--- config.mk ---
export PLATFORM = sky130hd
export DESIGN_NAME = res_port_reader
export DESIGN_NICKNAME = d
export VERILOG_FILES = /design/src/rtl/res_port_reader.sv
export SDC_FILE = /design/constraint.sdc
export NUM_CORES = 2
export LEC_CHECK = 0
export ABC_AREA = 1
export CAP_MARGIN = 10
export CORE_AREA = 2 2 517 519
export CTS_CLUSTER_DIAMETER = 40
export DETAILED_ROUTE_END_ITERATION = 16
export DIE_AREA = 0 0 519 521
export PLACE_DENSITY = 0.4
export SLEW_MARGIN = 5
export SYNTH_ARGS = -nofsm -noshare
export SYNTH_HDL_FRONTEND = slang
export SYNTH_SLANG_ARGS = --single-unit
export TNS_END_PERCENT = 1
--- constraint.sdc ---
create_clock -name clk -period 13.7 [get_ports clk]
set_input_delay 1.37 -clock clk [delete_from_list [all_inputs] [get_ports clk]]
set_output_delay 1.37 -clock clk [all_outputs]
set_load 0.02 [all_outputs]
--- src/rtl/res_port_reader.sv ---
// rtl/res_port_reader.sv - result bank read-back DMA streaming paired bank words as 256-bit beats
//
// Sweeps the result SRAM banks in interleaved order (bank = h mod BANKS,
// address = base + h / BANKS), captures the returned 128-bit words into a
// small FIFO and emits them in pairs {odd word, even word} on a valid/ready
// output. Reads are credit-limited so the FIFO can never overflow even with
// the consumer stalled.
//
// Ports:
//   clk, rst          clock, synchronous active-high reset
//   start             one-cycle start pulse (honoured only when idle)
//   tran_time         number of 256-bit beats, sampled with start
//   base_addr         first bank word address, sampled with start
//   busy, done        transfer in progress / one-cycle completion pulse
//   bce, braddr       one-hot bank read enable and shared read address
//   brdata, brvalid   concatenated bank read data and per-bank data valid
//   dout, dout_valid, dout_ready   output beat stream

module res_port_reader #(
  parameter int BANKS       = 8,
  parameter int ADDR_W      = 15,
  parameter int BW          = 128,
  parameter int FIFO_HALVES = 8
) (
  input  logic                  clk,
  input  logic                  rst,
  input  logic                  start,
  input  logic [12:0]           tran_time,
  input  logic [ADDR_W-1:0]     base_addr,
  output logic                  busy,
  output logic                  done,
  output logic [BANKS-1:0]      bce,
  output logic [ADDR_W-1:0]     braddr,
  input  logic [BANKS*BW-1:0]   brdata,
  input  logic [BANKS-1:0]      brvalid,
  output logic [2*BW-1:0]       dout,
  output logic                  dout_valid,
  input  logic                  dout_ready
);

  localparam int PTR_W  = $clog2(FIFO_HALVES);
  localparam int CNT_W  = $clog2(FIFO_HALVES + 1);
  localparam int BSEL_W = $clog2(BANKS);
  localparam logic [CNT_W-1:0] TWO  = CNT_W'(2);
  localparam logic [CNT_W-1:0] FH_C = CNT_W'(FIFO_HALVES);
  localparam logic [BANKS-1:0] BANK0 = {{(BANKS-1){1'b0}}, 1'b1};

  typedef enum logic [1:0] {S_IDLE, S_RUN, S_DRAIN, S_DONE} state_t;

  state_t             state;
  logic [12:0]        tt_q;
  logic [ADDR_W-1:0]  base_q;
  logic [13:0]        h_q;        // halves issued so far (cycles with bce already completed)
  logic [12:0]        beat_q;     // beats handshaken so far
  logic [CNT_W-1:0]   credit_q;   // issued reads not yet popped (in flight + stored)
  logic [CNT_W-1:0]   fcount_q;   // words stored in the FIFO
  logic [PTR_W-1:0]   wr_ptr;
  logic [PTR_W-1:0]   rd_ptr;
  logic [PTR_W-1:0]   rd_ptr_p1;
  logic [BW-1:0]      mem [FIFO_HALVES];

  logic               issue;
  logic               pop;
  logic               push;
  logic [BW-1:0]      cap_word;
  logic [13:0]        h_nx;
  logic [12:0]        beat_nx;
  logic [CNT_W-1:0]   credit_nx;
  logic [ADDR_W-1:0]  next_addr;
  logic [BANKS-1:0]   next_oh;

  assign issue      = |bce;
  assign dout_valid = (fcount_q >= TWO);
  assign pop        = dout_valid & dout_ready;
  // Late read data after a reset or abort lands while idle and is dropped.
  assign push       = (|brvalid) && (state != S_IDLE);
  assign rd_ptr_p1  = rd_ptr + 1'b1;
  assign dout       = dout_valid ? {mem[rd_ptr_p1], mem[rd_ptr]} : '0;

  // Values as they will stand after this edge; the next read is decided
  // from them so bce/braddr can be registered without losing a cycle.
  assign h_nx      = h_q + 14'(issue);
  assign beat_nx   = beat_q + 13'(pop);
  assign credit_nx = credit_q + CNT_W'(issue) - (pop ? TWO : '0);
  assign next_addr = base_q + ADDR_W'(h_nx >> BSEL_W);
  assign next_oh   = BANK0 << h_nx[BSEL_W-1:0];

  always_comb begin
    cap_word = '0;
    for (int i = 0; i < BANKS; i++) begin
      if (brvalid[i]) cap_word = brdata[i*BW +: BW];
    end
  end

  always_ff @(posedge clk) begin
    if (push) mem[wr_ptr] <= cap_word;
  end

  always_ff @(posedge clk) begin
    if (rst) begin
      state    <= S_IDLE;
      tt_q     <= '0;
      base_q   <= '0;
      h_q      <= '0;
      beat_q   <= '0;
      credit_q <= '0;
      fcount_q <= '0;
      wr_ptr   <= '0;
      rd_ptr   <= '0;
      busy     <= 1'b0;
      done     <= 1'b0;
      bce      <= '0;
      braddr   <= '0;
    end else begin
      if (state == S_IDLE && start) begin
        wr_ptr   <= '0;
        rd_ptr   <= '0;
        fcount_q <= '0;
      end else begin
        if (push) wr_ptr <= wr_ptr + 1'b1;
        if (pop)  rd_ptr <= rd_ptr + PTR_W'(2);
        fcount_q <= fcount_q + CNT_W'(push) - (pop ? TWO : '0);
      end

      case (state)
        S_IDLE: begin
          done <= 1'b0;
          if (start) begin
            tt_q     <= tran_time;
            base_q   <= base_addr;
            h_q      <= '0;
            beat_q   <= '0;
            credit_q <= '0;
            if (tran_time == 13'd0) begin
              state <= S_DONE;
              done  <= 1'b1;
            end else begin
              state  <= S_RUN;
              busy   <= 1'b1;
              bce    <= BANK0;
              braddr <= base_addr;
            end
          end
        end

        S_RUN: begin
          h_q      <= h_nx;
          beat_q   <= beat_nx;
          credit_q <= credit_nx;
          if (h_nx == {tt_q, 1'b0}) begin
            state  <= S_DRAIN;
            bce    <= '0;
            braddr <= '0;
          end else if (credit_nx < FH_C) begin
            bce    <= next_oh;
            braddr <= next_addr;
          end else begin
            bce    <= '0;
            braddr <= '0;
          end
        end

        S_DRAIN: begin
          beat_q   <= beat_nx;
          credit_q <= credit_nx;
          if (pop && beat_nx == tt_q) begin
            state <= S_DONE;
            busy  <= 1'b0;
            done  <= 1'b1;
          end
        end

        S_DONE: begin
          done  <= 1'b0;
          state <= S_IDLE;
        end

        default: state <= S_IDLE;
      endcase
    end
  end

  // The banks answer only the single enabled bank, so two valids at once
  // means the wrapper is misbehaving.
  a_brvalid_onehot: assert property (@(posedge clk) disable iff (rst) $onehot0(brvalid));

endmodule

Yosys cells after proc, flatten, opt, wreduce, memory -nomap -nowiden
Memory sizes are Yosys's and may differ from the RTL's. A register that Yosys moved wholly into a read port is not among the register bits.
Index checks and enable logic that the tools add are counted.
{"block": "word_totals", "regBits": 96, "latch_bits": 0, "mem_bits_ro": 0, "ramBits": 1024, "n_memories": 1}
{"name": "mem", "depth": 8, "width": 128, "read_ports": 2, "rd_clocked_by_memory_dff": 1, "write_ports": 1, "line_no": "60", "text": "logic [BW-1:0] mem [FIFO_HALVES];"}
{"block": "classes", "reduce_logical": 21, "addsub": 10, "n_bitwise": 1, "n_shift": 1, "n_eq_ne": 9, "n_mul": 0, "n_lt_le_gt_ge": 2, "mux": 43, "n_div": 0}
{"operator": "128-bit 2-to-1 mux", "count": 8}
{"operator": "256-bit 2-to-1 mux", "count": 1}
{"operator": "15-bit 2-to-1 mux", "count": 4}
{"operator": "8-bit 2-to-1 mux", "count": 4}
{"operator": "15-bit case mux with 2 select lines", "count": 1}
{"operator": "14-bit case mux with 2 select lines", "count": 1}
{"operator": "13-bit case mux with 2 select lines", "count": 1}
{"operator": "8-bit case mux with 2 select lines", "count": 1}
{"operator": "8-bit OR reduction", "count": 2}
{"operator": "15-bit by 11-bit adder with 15-bit output", "count": 1}
{"operator": "14-bit by 1-bit adder with 14-bit output", "count": 1}
{"operator": "14-bit equality test", "count": 1}
{"operator": "14-bit 2-to-1 mux", "count": 1}
{"operator": "13-bit by 1-bit adder with 13-bit output", "count": 1}
{"operator": "13-bit equality test", "count": 1}
{"operator": "13-bit logical NOT", "count": 1}
{"operator": "13-bit 2-to-1 mux", "count": 1}
{"operator": "2-bit 2-to-1 mux", "count": 5}
{"operator": "4-bit by 1-bit adder with 4-bit output", "count": 2}
{"operator": "1-bit 2-to-1 mux", "count": 8}
{"operator": "2-bit != test, second input constant", "count": 4}
{"operator": "2-bit case mux with 4 select lines", "count": 1}
{"operator": "4-bit case mux with 2 select lines", "count": 1}
{"operator": "2-bit AND reduction", "count": 4}
{"operator": "other kinds (21)", "count": 31}

Logic depth before layout (Yosys ltp)
{"block": "logic_depth", "depth_word": 8, "ltp_mapped": 22, "ltp_nobuf": 22}

Worst setup path after synthesis
No wires, ideal clock.
{"block": "synth_timing", "path_type": "input-to-reg", "start": "input brvalid[0]", "end": "memory mem[0][0], enable pin", "setup_time_ns": 0.617, "path_buffers": 1, "arrival_time_ns": 7.624, "t_required_ns": 13.083, "slack_ns": 5.459, "cell_stages": 7, "path_cell_list": "buf_2 nor2_1 and3_1 nor2_1 inv_1 or2_2 nor2_1"}
{"block": "synth_between", "elab_chain_len": 4}
{"item": "from (decl)", "line_no": "35", "text": "input logic [BANKS-1:0] brvalid,"}
{"item": "8-bit OR reduction", "line_no": "76", "text": "assign push = (|brvalid) && (state != S_IDLE);"}
{"item": "1-bit logical AND", "line_no": "76"}
{"item": "named net push", "line_no": "64", "text": "logic push;"}
{"item": "1-bit 2-to-1 mux", "line_no": "96", "text": "if (push) mem[wr_ptr] <= cap_word;"}
{"item": "1-bit 2-to-1 mux (implied by the code)", "line_no": "96"}
{"item": "to (decl)", "line_no": "60"}
The timed path passes the listed nets, and every way through them passes these cells.

Worst setup path after layout
{"block": "layout_timing", "start": "register rd_ptr[1]", "end": "output dout[187]"}
{"block": "layout_between", "elab_chain_len": 3}
{"item": "from (decl)", "line_no": "58", "text": "logic [PTR_W-1:0] rd_ptr;"}
{"item": "from (signal assigned)", "line_no": "121", "text": "if (pop) rd_ptr <= rd_ptr + PTR_W'(2);"}
{"item": "3-bit by 1-bit adder with 3-bit output", "line_no": "77", "text": "assign rd_ptr_p1 = rd_ptr + 1'b1;"}
{"item": "memory read 8 x 128 bit"}
{"item": "256-bit 2-to-1 mux", "line_no": "78", "text": "assign dout = dout_valid ? {mem[rd_ptr_p1], mem[rd_ptr]} : '0;"}
{"item": "to (decl)", "line_no": "36", "text": "output logic [2*BW-1:0] dout,"}
No other way between the ends.

==> reports/summary.md <==
Once the clock tree was built, the resizer swapped 0 gates to a different size. The tools report the worst-case hold path end point as busy. The clock input transition at the sequential cells of the worst setup and hold paths is 0.05 ns, and the pin count of the biggest net entering global routing is 119. The relative slew slack came out at 0.150.

The worst setup path is captured at an output port. The register area share after synthesis is 0.608. The detail route stage leaves a number of antenna-violating nets equal to 0.

The switching portion of total power was 0.361; the final period utilization was 0.479. The fraction of registers with async set/reset came out at 0. For the pin with the worst max-slew slack, the measured transition is 1.26 ns. Counting flops with a built-in enable in the synthesized netlist gives 1,024. In this run the cell area measured after placement is 71,000 sq um. The area of the core was 264,000 sq um; the post-placement cell count was 10,200. The count of routing violations after the opening detailed-route iteration came out at 4,233. The most common library cell in the layout ignoring fill and taps was sky130_fd_sc_hd__clkdlybuf4s50_1. With fillers left out, the area of the finished cells amounts to 78,700 sq um.

The library cells used most frequently in the layout, excluding fill and tap cells, are 1,337 x sky130_fd_sc_hd__clkdlybuf4s50_1, 1,163 x sky130_fd_sc_hd__nor2_1, 1,024 x sky130_fd_sc_hd__edfxtp_1, 987 x sky130_fd_sc_hd__o21ai_0, 613 x sky130_fd_sc_hd__a21oi_1. Measured in cells, the most critical reg-to-reg path has a length of 13. During synthesis, Yosys emitted a total of 0 warnings. The total number of vias was 50,100. For the total DRC errors in the routed layout, the log shows 0. The fraction of layout cells with a size suffix above 1 is 0.0762, and the clock skew is 0.0918 ns. Setup violations remaining at the end of the flow were counted as 0. The sum of negative setup slack was 0 ns.

The tools report the end of the worst register-to-register path as bce[3]. The distinct cell type count after synthesis is 43. The run gives 5.19 ns as the arrival time at the worst endpoint. Synthesis inferred 1,121 register bits. In this run the power spent charging and discharging nets is 5.14 mW. The run gives 0 as the buffers inserted during post-CTS setup optimization. In this run the most critical hold path is launched from busy.

The HPWL after detailed placement is 248,000 um. Counting every instance in the synthesized netlist gives 5,689. The tree is rooted in a sky130_fd_sc_hd__clkbuf_16. Across all setup checks in the final design, the least slack found is 7.14 ns. Port buffering added 1,345 buffers. Number of antenna violations at the first check in global routing: 135. The upper clock frequency limit is 152 MHz. TritonCTS built the clock tree.

For the net count of the mapped netlist, the log shows 6,783. From synthesis to final layout, the design area changed by 46.5%. In this run the vertical extent of the chip is 521 um. Leaving out filler cells and counting taps, the final layout contains 10,700.

Using the TritonRoute via totals, the vias-per-cell ratio works out to 4.69. Along the worst path, the maximum fanout reaches 63. The sequential share of power was 0.305; the number of nets in the layout was 8,028. Setup repair after global routing left no endpoint under its margin. The via count of the first global-routing pass was 49,100; the global-route wire length before repair was 443,000 um. The pre-CTS setup slack came out at 7.28 ns.

The die covers 270,000 sq um. The floorplan has 189 rows. The power per cell area works out to 181 nW/um^2. Beginning of the worst register-to-register path: state[1]. The clock buffer count from CTS came out at 222.

For the routability-driven placement congestion ratio, the log shows 0.960. The hold violation total from the final report came out at 0. For the number of max-cap violations, the log shows 0.

The mapped netlist covers 53,700 sq um. The tools report the worst IR drop on VDD as 0.112 mV. The internal portion of the total power is 9.11 mW. Setup slack of the worst register-to-register path: 9.66 ns. Critical path launch point type: a flip-flop. The count of final max-slew check failures is 0, and the clock period minus worst slack is 6.56 ns.

The initial cell density of the core is 0.203, and the wire length after detailed routing is 335,000 um. The portion of total power attributed to combinational logic was 0.308; the clock tree buffer depth was 3. In the synthesized netlist the dominant register cell turns out to be sky130_fd_sc_hd__edfxtp_1. Summed over all cells, the static leakage comes to 27.3 nW. For this design, the CTS-stage hold fixing added 0 buffers.

The layout has 27,800 filler cells. CTS built an H-tree with a depth of 4. After synthesis, the mean cell area works out to 9.45 sq um.

Summed over all layers, the global routing overflow is 0. The worst hold path was traced through 2 stages. The worst hold path belongs to the class flip-flop to flip-flop. At the later pin of the worst-skew pair, clock insertion delay measures 0.92 ns. The die boundary width came out at 519 um. The flow ran to the end, and the final reports show no timing, DRC or antenna violations.

The data required time of the critical path is 12.33 ns. For this run, the detailed router's first-pass iteration total came to 6. The category of the most critical setup path is flip-flop to output port.

The clock drives 1,121 sinks. 1,346 I/O pins were placed. The global-route usage over all layers was 0.239. Dividing the detail-routed wire length by the instance count gives 31.3 um. The tools report the share of total power in the clock network as 0.387.
[worst max-delay path by stage]
stage                     slack, ns  startpoint          to  cells after the start
final                          7.14   rd_ptr[1]   dout[187]                      8
after detailed placement       7.28  brvalid[1]  mem[2][87]                     12
after floorplan                5.46  brvalid[0]   mem[0][0]                      7
after global routing           6.94   rd_ptr[1]   dout[197]                      8
after CTS                      7.07   rd_ptr[1]   dout[205]                      8
after global placement         7.14  brvalid[1]  mem[7][85]                     12
[worst max-delay path, cell delays in order, from the launching register on]
cell and delay, ns:
sky130_fd_sc_hd__dfxtp_4 0.57, sky130_fd_sc_hd__buf_4 0.65, sky130_fd_sc_hd__buf_4 0.69, sky130_fd_sc_hd__buf_4 0.75, sky130_fd_sc_hd__nor2_1 0.13, sky130_fd_sc_hd__nor2_1 0.11, sky130_fd_sc_hd__o21ai_0 0.08, sky130_fd_sc_hd__a21oi_1 0.47
sky130_fd_sc_hd__clkdlybuf4s50_1 0.71
[flip-flops by register name, summed over array words and instances (netlist names), named ones only]
name      cells
base_q       15
bce           8
beat_q       13
braddr       15
busy          1
credit_q      4
done          1
fcount_q      4
h_q          14
mem        1024
rd_ptr        2
state         2
tt_q         13
wr_ptr        3
[power groups by stage]
stage	combinational [mW]	sequential, mW	clock [mW]
final	4.40	4.34	5.51
after global routing	4.68	4.37	5.75
after CTS	4.46	4.34	5.60
after detailed placement	4.44	4.41	0
after global placement	4.45	4.40	0
after floorplan	1.95	4.45	0
[through the flow]
stage | hold WS, ns | power [mW] | util
final | 0.467 | 14.2 | 0.298
after global routing | 0.495 | 14.8 | 0.298
after CTS | 0.470 | 14.4 | 0.297
after detailed placement | 0.460 | 8.84 | 0.268
after global placement | 0.458 | 8.85 | 0.268
after floorplan | 0.450 | 6.40 | -
[synthesized netlist by cell type, types with 2 or more instances]
| cell | number | share of area |
|---|---|---|
| sky130_fd_sc_hd__nor4_1 | 4 | 0.00047 |
| sky130_fd_sc_hd__nor2_1 | 1173 | 0.082 |
| sky130_fd_sc_hd__nand2_2 | 14 | 0.0016 |
| sky130_fd_sc_hd__a21oi_1 | 613 | 0.057 |
| sky130_fd_sc_hd__edfxtp_1 | 1024 | 0.57 |
| sky130_fd_sc_hd__mux2i_1 | 80 | 0.015 |
| sky130_fd_sc_hd__a21o_1 | 2 | 0.00028 |
| sky130_fd_sc_hd__o21ai_0 | 1009 | 0.094 |
| sky130_fd_sc_hd__o21bai_1 | 3 | 0.00042 |
| sky130_fd_sc_hd__nor3_1 | 4 | 0.00037 |
| sky130_fd_sc_hd__inv_1 | 148 | 0.010 |
| sky130_fd_sc_hd__o2111ai_1 | 7 | 0.0011 |
| sky130_fd_sc_hd__ha_1 | 29 | 0.0068 |
| sky130_fd_sc_hd__o21ai_1 | 56 | 0.0052 |
| sky130_fd_sc_hd__o211ai_1 | 48 | 0.0067 |
| sky130_fd_sc_hd__nand2_1 | 601 | 0.042 |
| sky130_fd_sc_hd__xnor2_1 | 7 | 0.0011 |
| sky130_fd_sc_hd__nand4_1 | 20 | 0.0023 |
| sky130_fd_sc_hd__clkbuf_1 | 341 | 0.024 |
| sky130_fd_sc_hd__nor2_4 | 3 | 0.00063 |
| sky130_fd_sc_hd__nand3_1 | 229 | 0.021 |
| sky130_fd_sc_hd__a31oi_1 | 49 | 0.0057 |
| sky130_fd_sc_hd__nor2_2 | 10 | 0.0012 |
| sky130_fd_sc_hd__or2_2 | 3 | 0.00035 |
| sky130_fd_sc_hd__dfxtp_1 | 97 | 0.036 |
| sky130_fd_sc_hd__nand3b_1 | 5 | 0.00070 |
| sky130_fd_sc_hd__buf_2 | 44 | 0.0041 |
| sky130_fd_sc_hd__xor2_1 | 10 | 0.0016 |
| sky130_fd_sc_hd__clkinv_1 | 2 | 0.00014 |
| sky130_fd_sc_hd__buf_1 | 41 | 0.0029 |
[area by class of cell]
class                           instances  area [sq um]  area share
Antenna cell                           36          90.1     0.00114
Clock buffer                          252          5740      0.0729
Clock inverter                        166          1960      0.0249
Inverter                              151           609     0.00774
Multi-Input combinational cell       3990         18900       0.240
Sequential cell                      1121         32700       0.415
Tap cell                             3533          4420      0.0561
Timing Repair Buffer                 1448         14300       0.182
[cells by family after synthesis]
kind of cell / after synthesis / share of synthesized area
simple gates: 2072 / 0.154
compound gates: 1790 / 0.171
flops: 1121 / 0.608
buf+inv: 578 / 0.0415
mux: 80 / 0.0149
fa+ha+maj: 30 / 0.00712
xor+xnor: 18 / 0.00319
[routing by layer]
| metal | part of all wire | GRT usage |
|---|---|---|
| met1 | 0.41 | 0.293 |
| met2 | 0.48 | 0.400 |
| met3 | 0.078 | 0.0637 |
| met4 | 0.038 | 0.0892 |
| met5 | 0.0011 | 0 |
Note: power is estimated with default switching activity, not from simulation.
